### src/rtl/mem_port_arbiter.sv
// mem_port_arbiter
//   Shares the CPU's single memory port between the instruction-fetch (I)
//   requester and the load/store (D) requester. A three-state FSM serialises
//   the two requesters. Under contention it alternates grants so that neither
//   side starves. All mem_* outputs are registered. Acknowledges and read data
//   are combinational from mem_ack, so the winning requester sees the ack in
//   the same cycle as mem_ack.
//
//   Optional feature: define MEM_ARB_TIMEOUT_EN to enable a busy-cycle
//   watchdog. The watchdog aborts a transfer that sees no mem_ack for
//   TIMEOUT_CYC cycles and signals bus_err.
//
//   Ports:
//     clk, reset_n      clock (rising edge), asynchronous active-low reset
//     i_req/i_addr      fetch request and address
//     i_ack/i_rdata     fetch completion pulse and instruction word
//     d_req/d_we/d_be   load/store request, write enable, byte enables
//     d_addr/d_wdata    load/store address and store data
//     d_ack/d_rdata     load/store completion pulse and load data
//     stall             a requester is waiting for its ack
//     bus_err           pulses with the ack of an aborted transfer
//     mem_req/we/be     registered memory request, write enable, byte enables
//     mem_addr/wdata    registered memory address and write data
//     mem_ack/mem_rdata memory completion pulse and read data
module mem_port_arbiter #(
  parameter int ADDR_W      = 32,
  parameter int DATA_W      = 32,
  parameter int TIMEOUT_CYC = 255
) (
  input  logic                clk,
  input  logic                reset_n,
  input  logic                i_req,
  input  logic [ADDR_W-1:0]   i_addr,
  output logic                i_ack,
  output logic [DATA_W-1:0]   i_rdata,
  input  logic                d_req,
  input  logic                d_we,
  input  logic [DATA_W/8-1:0] d_be,
  input  logic [ADDR_W-1:0]   d_addr,
  input  logic [DATA_W-1:0]   d_wdata,
  output logic                d_ack,
  output logic [DATA_W-1:0]   d_rdata,
  output logic                stall,
  output logic                bus_err,
  output logic                mem_req,
  output logic                mem_we,
  output logic [DATA_W/8-1:0] mem_be,
  output logic [ADDR_W-1:0]   mem_addr,
  output logic [DATA_W-1:0]   mem_wdata,
  input  logic                mem_ack,
  input  logic [DATA_W-1:0]   mem_rdata
);

  localparam int BE_W = DATA_W / 8;
  localparam logic OWNER_I = 1'b0;
  localparam logic OWNER_D = 1'b1;

  typedef enum logic [1:0] {
    IDLE   = 2'd0,
    BUSY_I = 2'd1,
    BUSY_D = 2'd2
  } state_t;

  state_t              state_q, state_d;
  logic                last_owner_q, last_owner_d;
  logic                mem_req_q, mem_req_d;
  logic                mem_we_q, mem_we_d;
  logic [BE_W-1:0]     mem_be_q, mem_be_d;
  logic [ADDR_W-1:0]   mem_addr_q, mem_addr_d;
  logic [DATA_W-1:0]   mem_wdata_q, mem_wdata_d;

  logic busy;
  logic timeout_hit;
  logic done;

  assign busy = (state_q != IDLE);

`ifdef MEM_ARB_TIMEOUT_EN
  // The watchdog counter is at least 8 bits wide and wide enough to hold TIMEOUT_CYC.
  localparam int CNT_W = ($clog2(TIMEOUT_CYC + 1) > 8) ? $clog2(TIMEOUT_CYC + 1) : 8;
  logic [CNT_W-1:0] cnt_q, cnt_d;

  // A mem_ack in the timeout cycle takes priority, so that transfer completes normally.
  assign timeout_hit = busy && !mem_ack && (cnt_q == CNT_W'(TIMEOUT_CYC));
  assign bus_err     = timeout_hit;

  // The counter is held at zero while IDLE, so every grant starts from zero.
  always_comb begin
    cnt_d = cnt_q;
    if (!busy) begin
      cnt_d = '0;
    end else if (!mem_ack && !timeout_hit) begin
      cnt_d = cnt_q + 1'b1;
    end
  end

  always_ff @(posedge clk or negedge reset_n) begin
    if (!reset_n) begin
      cnt_q <= '0;
    end else begin
      cnt_q <= cnt_d;
    end
  end
`else
  logic unused_timeout_cfg;
  assign unused_timeout_cfg = (TIMEOUT_CYC != 0);
  assign timeout_hit = 1'b0;
  assign bus_err     = 1'b0;
`endif

  assign done = busy && (mem_ack || timeout_hit);

  // Only the current owner is acknowledged. Read data is zero for stores and for aborts.
  assign i_ack   = (state_q == BUSY_I) && done;
  assign d_ack   = (state_q == BUSY_D) && done;
  assign i_rdata = (i_ack && mem_ack) ? mem_rdata : '0;
  assign d_rdata = (d_ack && mem_ack && !mem_we_q) ? mem_rdata : '0;

  // Gating stall with reset_n keeps the pipeline from freezing while the
  // arbiter is held in reset.
  assign stall = reset_n & ((i_req & ~i_ack) | (d_req & ~d_ack));

  assign mem_req   = mem_req_q;
  assign mem_we    = mem_we_q;
  assign mem_be    = mem_be_q;
  assign mem_addr  = mem_addr_q;
  assign mem_wdata = mem_wdata_q;

  // Next-state logic. On contention, D wins if I owned the port last, and I wins otherwise.
  always_comb begin
    state_d      = state_q;
    last_owner_d = last_owner_q;
    mem_req_d    = mem_req_q;
    mem_we_d     = mem_we_q;
    mem_be_d     = mem_be_q;
    mem_addr_d   = mem_addr_q;
    mem_wdata_d  = mem_wdata_q;
    case (state_q)
      IDLE: begin
        if (d_req && (!i_req || last_owner_q == OWNER_I)) begin
          state_d      = BUSY_D;
          last_owner_d = OWNER_D;
          mem_req_d    = 1'b1;
          mem_we_d     = d_we;
          mem_be_d     = d_be;
          mem_addr_d   = d_addr;
          mem_wdata_d  = d_wdata;
        end else if (i_req) begin
          state_d      = BUSY_I;
          last_owner_d = OWNER_I;
          mem_req_d    = 1'b1;
          mem_we_d     = 1'b0;
          mem_be_d     = '0;
          mem_addr_d   = i_addr;
          mem_wdata_d  = '0;
        end
      end
      BUSY_I, BUSY_D: begin
        if (done) begin
          state_d   = IDLE;
          mem_req_d = 1'b0;
        end
      end
      default: begin
        state_d   = IDLE;
        mem_req_d = 1'b0;
      end
    endcase
  end

  always_ff @(posedge clk or negedge reset_n) begin
    if (!reset_n) begin
      state_q      <= IDLE;
      last_owner_q <= OWNER_I;
      mem_req_q    <= 1'b0;
      mem_we_q     <= 1'b0;
      mem_be_q     <= '0;
      mem_addr_q   <= '0;
      mem_wdata_q  <= '0;
    end else begin
      state_q      <= state_d;
      last_owner_q <= last_owner_d;
      mem_req_q    <= mem_req_d;
      mem_we_q     <= mem_we_d;
      mem_be_q     <= mem_be_d;
      mem_addr_q   <= mem_addr_d;
      mem_wdata_q  <= mem_wdata_d;
    end
  end

endmodule

### config.mk
export PLATFORM = sky130hd
export DESIGN_NAME = mem_port_arbiter
export DESIGN_NICKNAME = d
export VERILOG_FILES = /design/src/rtl/mem_port_arbiter.sv
export SDC_FILE = /design/constraint.sdc
export NUM_CORES = 1
export LEC_CHECK = 0
export BUFFER_PORTS_ARGS = -buffer_cell sky130_fd_sc_hd__buf_2
export CELL_PAD_IN_SITES_DETAIL_PLACEMENT = 1
export CELL_PAD_IN_SITES_GLOBAL_PLACEMENT = 1
export CORE_ASPECT_RATIO = 1.25
export CORE_MARGIN = 10
export CORE_UTILIZATION = 27
export CTS_CLUSTER_SIZE = 40
export DETAILED_ROUTE_END_ITERATION = 12
export PLACE_DENSITY = 0.87
export SKIP_LAST_GASP = 1
export SYNTH_ARGS = -nofsm -noshare
export SYNTH_HDL_FRONTEND = slang
export SYNTH_SLANG_ARGS = --single-unit
export TNS_END_PERCENT = 20
### constraint.sdc
create_clock -name clk -period 2.1 [get_ports clk]
set_input_delay 0.315 -clock clk [delete_from_list [all_inputs] [get_ports clk]]
set_output_delay 0.315 -clock clk [all_outputs]
set_load 0.01 [all_outputs]
==> summary.md, run 1 <==
| Metric | Value |
|---|---|
| CTS max path bufs | `2` |
| Nets | `about 780` |
| Die ar. | `18,000 sq um` |
| Crit path arrival time | `between 1500 and 2000 ps` |
| Slew headroom | `0.506` |
| Initial core utilization | `0.277` |
| Most frequent cell after synthesis | `dfrtp_1` |
| Drt total wl | `about 17 mm` |
| CTS Buf Count | `9` |
| Routability cong. | `between 0.9 and 1` |
| Gate Count Post-Synth | `around 360` |
| Setup ws final | `-31.3 ps` |
| VDD IR-drop max | `0.623 mV` |
| CP Capture Type | `output pin` |
| Largest net degree at the start of global routing | `39` |
| Pwr per Cell Area | `about 1300 nW/um^2` |
| Fin Setup TNS | `-598 ps` |
| WHS | `around 200 ps` |
| Metal3 WL | `~1.5 mm` |
| CTS tree | `yes` |
| Die Wd | `~120 um` |
| Port Buf Inserts | `274` |
| Final Max Tran Viols | `0` |
| 1st-iter DRT viols | `~110` |
| Row count | `46` |
| WL met1 | `about 6.1 mm` |
| Post-synth EDFFs | `0` |
| First-pass DRT Iterations | `4` |
| Area share of the largest cell type after synthesis | `0.519` |
| Vias/cell | `4.76` |
| Fillers | `1,516` |
| Ys flop type | `dfrtp_1` |
| Total gr overflow | `0` |
| Sequential area share after synthesis | `0.519` |
| Area of the core | `around 13,000 sq um` |
| Met2 wire length | `8.99 mm` |
| Worst-Margin Slew | `~740 ps` |
| Final hold vios | `0` |
| Synth warn | `0` |
| Synthesized Nets | `around 500` |
| DRT antenna net count | `0` |
| Via Count | `3,859` |
| Syn Area/Cell | `9.70 sq um` |
| Die height | `~150 um` |
| Top Metal Used | `met4` |
| Ordered list of cells on the worst path | `inv_2 -> ha_4 -> nand3b_1 -> nor2_4 -> clkbuf_16 -> and2_4 -> buf_6` |
| Routed len/inst | `~21 um` |
| Leading area contributor after synthesis | `dfrtp_1` |
| DP HPWL | `between 10 and 15 mm` |
| FMAX | `around 470 MHz` |
| Netlist cell types | `30` |
| Crit-path max FO | `8` |
| Synth top area cells | `dfrtp_1, and2_1, a22o_1` |
| RSZ-0062 raised after global routing | `yes` |
| Final setup vio count | `28` |
| Total I/O pin count | `about 280` |
| Clock transition at the registers of the reported paths | `60 ps` |
| Root Buffer | `clkbuf_16` |
| Slowest cell on the critical path | `dfrtp_1` |
| WP data required | `about 1800 ps` |
| Clock Latency Late Sink | `around 330 ps` |
| Initial antenna violation count | `1` |
| Final worst clock skew | `roughly 11 ps` |
| First-pass GRT wire length | `approximately 24 mm` |
| Largest stage delay, worst path | `around 380 ps` |
| Max_cap viols | `0` |
| Most frequent cells after synthesis | `dfrtp_1, a21oi_1, and2_1` |
| Failing checks | `negative setup slack` |
| Leakage | `roughly 3.1 nW` |
| Kind of critical path | `register to output pin` |
| Startpoint types | `register` |
| H-tree Lvls | `3` |
| GRT Total Usage | `0.170` |
| Ratio of final minimum period to clock period | `1.01` |
| Status | `finished, violations left` |
| Clk sinks | `73` |
| DRC errors left | `0` |
| Area grow syn2layout | `62.6%` |
| Final Critical Period | `around 2100 ps` |
| Synthesized area | `3520 sq um` |
| Fraction of registers with async set/reset | `1.00` |
| Number of global-route vias before repair | `approximately 4,300` |
| Synth Register Bits | `73` |
| Hold Path Class | `input pin to register` |
| Layout cells sized above 1 | `0.534` |
power breakdown:
group / internal (mW) / switching [mW] / total, mW
Combinational: 1.51 / 1.92 / 3.42
Clock: 1.03 / 0.587 / 1.62
Sequential: 2.10 / 0.382 / 2.48
kinds of logic (layout without fill, tap and decap cells):
kind of cell,after synthesis,in the layout,synth area share
AND/OR/NAND/NOR,139,139,0.204
AO/OA/AOI/OAI,112,112,0.209
flip-flops,73,73,0.519
buffers and inverters,35,314,0.0561
adder cells (fa/ha/maj),3,3,0.0107
other,1,2,0.00107
cell type report:
class                           count  area (sq um)  share of cell area
Tap cell                          168           210              0.0367
Timing Repair Buffer              295          1770               0.309
Clock inverter                      5          81.3              0.0142
Multi-Input combinational cell    255          1590               0.278
Inverter                            4          15.0             0.00262
Clock buffer                       10           229              0.0400
Sequential cell                    73          1830               0.319
Antenna cell                        1          2.50            0.000437
sequential cells by signal, summed over array words and instances, names as in the netlist:
| register | cells |
|---|---|
| last_owner_q | 1 |
| mem_addr | 32 |
| mem_be | 4 |
| mem_req | 1 |
| mem_wdata | 32 |
| mem_we | 1 |
| state_q | 2 |
per-layer routing:
metal,vias up,GRT usage
met5,-,0
met3,24,0.0610
met1,1867,0.170
met2,197,0.312
li1,1771,-
met4,0,0.0632
critical path, delay by kind of cell (launching register included):
kind,cells,cell delay [ps]
buffers and inverters,3,360
AND/OR/NAND/NOR,3,590
flip-flops,1,380
adder cells (fa/ha/maj),1,170
what timing repair did:
item,in CTS,in global routing
pin swaps,1,8
endpoints found under the setup margin,44,34
gates cloned,2,1
gates resized for setup,10,65
hold endpoints to repair,10,0
setup buffers,2,2
hold buffers,1,0
final timing paths:
| check | to | start | slack [ps] | cells after the start |
|---|---|---|---|---|
| min in group asynchronous | mem_addr[21]$_DFFE_PN0P_ | reset_n | 390 | 2 |
| max | d_rdata[8] | state_q[0]$_DFFE_PN0P_ | -30 | 7 |
| min | mem_wdata[20]$_DFFE_PN0P_ | d_wdata[20] | 200 | 2 |
| max reg2reg | mem_we$_DFFE_PN0P_ | state_q[0]$_DFFE_PN0P_ | 440 | 6 |
| min reg2reg | mem_wdata[31]$_DFFE_PN0P_ | mem_wdata[31]$_DFFE_PN0P_ | 500 | 1 |
| max in group asynchronous | mem_addr[31]$_DFFE_PN0P_ | reset_n | 1030 | 3 |
cells in the final DEF, fill, tap and decap left out, drive strengths merged, types with 2 or more instances in the layout:
master | Yosys | routed
a21boi | 2 | 2
a21oi | 65 | 65
a22o | 38 | 38
and2 | 64 | 64
buf | 23 | 293
bufinv | 0 | 2
clkbuf | 8 | 11
clkinv | 0 | 2
dfrtp | 73 | 73
ha | 3 | 3
inv | 4 | 4
nand2 | 34 | 34
nand2b | 2 | 2
nor2 | 35 | 35
per-stage QoR:
stage          total power [mW]  instances  utilization  area (sq um)  worst slack [ps]
4_1_cts                    7.51        807        0.427          5430            -0.850
6_report                   7.52        811        0.450          5730             -31.3
5_1_grt                    8.07        811        0.450          5730              -118
3_3_place_gp               5.57        787        0.397          5050               315
3_5_place_dp               5.77        787        0.397          5050               187
2_1_floorplan              4.26        363            -          3520               281
No activity file was read; power rests on OpenSTA's default activity.
==> run 2, diff against run 1 <==
Settings changed: ABC_AREA from default to 1, CORE_MARGIN 10 to 2, PLACE_DENSITY 0.87 to 0.89.
==> run 2 against run 1 <==
Compared with the run above: the run still ends with negative setup slack left; flip-flop and latch count unchanged; design area rose by 3.3%; critical path depth grew 1; clock skew barely moved; worst hold slack got worse by 11 ps; combinational power is essentially flat; sequential share of layout area fell by 1.0 points; via count rose by 14%; clock-buffer cell count is 1 higher; critical path type unchanged; largest power group unchanged.
==> summary.md, run 2 <==
| Metric | Value |
|---|---|
| Syn Area/Cell | `around 7.0 sq um` |
| DRT antenna net count | `0` |
| Total I/O pin count | `about 280` |
| Post-synth EDFFs | `0` |
| Nets | `957` |
| CTS tree | `yes` |
| Die height | `137 um` |
| RSZ-0062 raised after global routing | `yes` |
| Die ar. | `around 15,000 sq um` |
| Switch share | `0.404` |
| Drt total wl | `about 15 mm` |
| Met3 Use GR | `0.0400` |
| Clk sinks | `73` |
| Initial core utilization | `0.275` |
| CP Capture Type | `output pin` |
| 1st-iter DRT viols | `160` |
| Initial antenna violation count | `1` |
| Comb pwr share | `0.455` |
| Layout cells sized above 1 | `0.421` |
| DP HPWL | `approximately 11 mm` |
| Sequential power share | `0.322` |
| Global routing's busiest layer | `met2` |
| FMAX | `between 400 and 500 MHz` |
| Die Wd | `between 100 and 150 um` |
| H-tree Lvls | `3` |
| Area of the core | `roughly 14,000 sq um` |
| Synth Register Bits | `73` |
| Status | `finished, violations left` |
| Final Max Tran Viols | `0` |
| Routability cong. | `between 0.7 and 0.8` |
| Clock power share | `0.224` |
| Grt met2 use | `0.331` |
| Leakage | `~3.8 nW` |
| WP data required | `about 1800 ps` |
| Final Critical Period | `between 2000 and 2500 ps` |
| R2R depth | `9` |
| GRT Total Usage | `0.178` |
| Leading cell type in the layout, fill and taps excluded | `nand2_1` |
| First-pass GRT wire length | `between 20 and 25 mm` |
| Final setup vio count | `16` |
| Hold Path End | `mem_wdata[11]$_DFFE_PN0P_` |
| Synth warn | `0` |
| Post-layout util | `0.428` |
| Crit path arrival time | `between 1500 and 2000 ps` |
| Internal power | `between 4 and 5 mW` |
| Fraction of registers with async set/reset | `1.00` |
| Failing checks | `negative setup slack` |
| Final worst clock skew | `between 10 and 15 ps` |
| Gate Count Post-Synth | `543` |
| Ys flop type | `dfrtp_1` |
| Vias/cell | `approximately 4.4` |
| Hold Path Depth | `3` |
| Via Count | `about 4,400` |
| Register-to-register setup slack | `roughly 360 ps` |
| Most frequent cells after synthesis | `nand2_1, dfrtp_1, nor2_1` |
| Number of global-route vias before repair | `approximately 4,200` |
| Most frequent cell after synthesis | `nand2_1` |
| DRC errors left | `0` |
| VDD IR-drop max | `0.503 mV` |
| WHS | `around 190 ps` |
| Dpl cells | `between 900 and 1,000` |
| CTS Buf Count | `9` |
| Row count | `48` |
| Worst flop-to-flop path startpoint | `state_q[1]$_DFFE_PN0P_` |
| Crit-path max FO | `8` |
| Final hold vios | `0` |
| Area share of the largest cell type after synthesis | `0.480` |
| Hold Path Class | `input pin to register` |
| Kind of critical path | `register to output pin` |
| Synthesized area | `around 3800 sq um` |
| Largest net degree at the start of global routing | `39` |
| Reg2Reg Capture Point | `mem_addr[7]$_DFFE_PN0P_` |
| Ratio of final minimum period to clock period | `1.02` |
| Fin Setup TNS | `-240 ps` |
| Pwr per Cell Area | `about 1300 nW/um^2` |
| Switching pwr | `between 3 and 4 mW` |
| Synth top area cells | `dfrtp_1, nand2_1, nor2_1` |
| Layout Cells excl Fill | `996` |
| Routed len/inst | `14.6 um` |
| Met1 usage | `0.192` |
| First-pass DRT Iterations | `4` |
| Startpoint types | `register` |
| Area grow syn2layout | `55.4%` |
| Total gr overflow | `0` |
| Max_cap viols | `0` |
| Synthesized Nets | `about 680` |
| CTS max path bufs | `2` |
| Leading area contributor after synthesis | `dfrtp_1` |
| Clock transition at the registers of the reported paths | `60 ps` |
| Clock Latency Late Sink | `between 300 and 400 ps` |
| Setup ws final | `-41.5 ps` |
| Port Buf Inserts | `about 270` |
| Most frequent cells in the layout | `nand2_1, buf_2, dfrtp_1, nor2_1, inv_1` |
| Sequential area share after synthesis | `0.480` |
| Netlist cell types | `21` |
| Root Buffer | `clkbuf_16` |
| Hold path startpoint | `d_wdata[11]` |
-- run 2: changes by cell type in the layout (fill, tap and decap cells not counted), moves of 6 or more --
cell	change
nor2_2	+20
a22o_1	-38
nand3_1	+34
nor2_1	+6
and2_4	-28
inv_1	+35
and2_1	-36
nand2_1	+252
buf_6	-24
buf_2	+22
a21oi_1	-65
-- run 2: kinds of logic after synthesis --
kind of cell / synth area share
and+or+nand+nor: 0.408
DFF: 0.480
buffers and inverters: 0.0931
AOI/OAI and AO/OA: 0.00756
adders and majority gates: 0.00987
other: 0.000986
-- run 2: cell type report --
class                      instances  area (sq um)
inverter                          39           149
fill                            1829          7900
sequential                        73          1830
antenna                            1          2.50
tap                              175           219
clock buffer                      11           253
timing repair buffer             295          1650
clock inverter                     4          76.3
multi-input combinational        398          1730
-- run 2: metrics by stage --
stage	area, sq um	setup slack (ps)	total power, mW
global route	5910	-128	8.07
finish	5910	-41.5	7.48
global placement	5290	213	5.51
floorplan	3800	281	4.27
CTS	5720	-3.97	7.48
detailed placement	5290	69.6	5.63
-- run 2: power by group through the flow --
stage	Combinational [mW]	Clock, mW	Sequential [mW]
4_1_cts	3.34	1.73	2.41
6_report	3.40	1.67	2.40
2_1_floorplan	1.56	0	2.71
3_3_place_gp	3.11	0	2.40
3_5_place_dp	3.21	0	2.42
5_1_grt	3.80	1.78	2.49
-- run 2: worst max path at each step --
| stage | start | to | slack [ps] | cells past startpoint |
|---|---|---|---|---|
| after floorplan | state_q[0]$_DFFE_PN0P_ | d_rdata[10] | 280 | 8 |
| after global placement | state_q[0]$_DFFE_PN0P_ | d_rdata[26] | 210 | 8 |
| after detailed placement | state_q[0]$_DFFE_PN0P_ | d_rdata[10] | 70 | 8 |
| after CTS | state_q[0]$_DFFE_PN0P_ | d_rdata[10] | -4 | 8 |
| after global routing | state_q[0]$_DFFE_PN0P_ | d_rdata[13] | -130 | 8 |
| final | state_q[0]$_DFFE_PN0P_ | d_rdata[13] | -40 | 8 |
-- run 2: routing by layer --
metal / wire length, um / vias up / share of wire
li1: - / 2152 / -
met1: 5340 / 2047 / 0.37
met2: 7700 / 182 / 0.53
met3: 1140 / 19 / 0.078
met4: 364 / 0 / 0.025
met5: 0 / - / 0
-- run 2: what timing repair did --
item | 4_1_cts | 5_1_grt
hold buffers | 1 | 0
endpoints found under the setup margin | 65 | 65
cloned | 1 | 2
hold endpoints to repair | 8 | 0
buffers inserted | 3 | 3
pin swaps | 0 | 2
resized for setup | 10 | 31
-- run 2: critical path, cell delays in order, from the launching register on --
cell,delay [ps]
dfrtp_1,370
inv_2,80
ha_4,190
inv_4,70
nand3_4,70
or2_4,320
clkbuf_16,190
nor2_1,90
buf_2,140
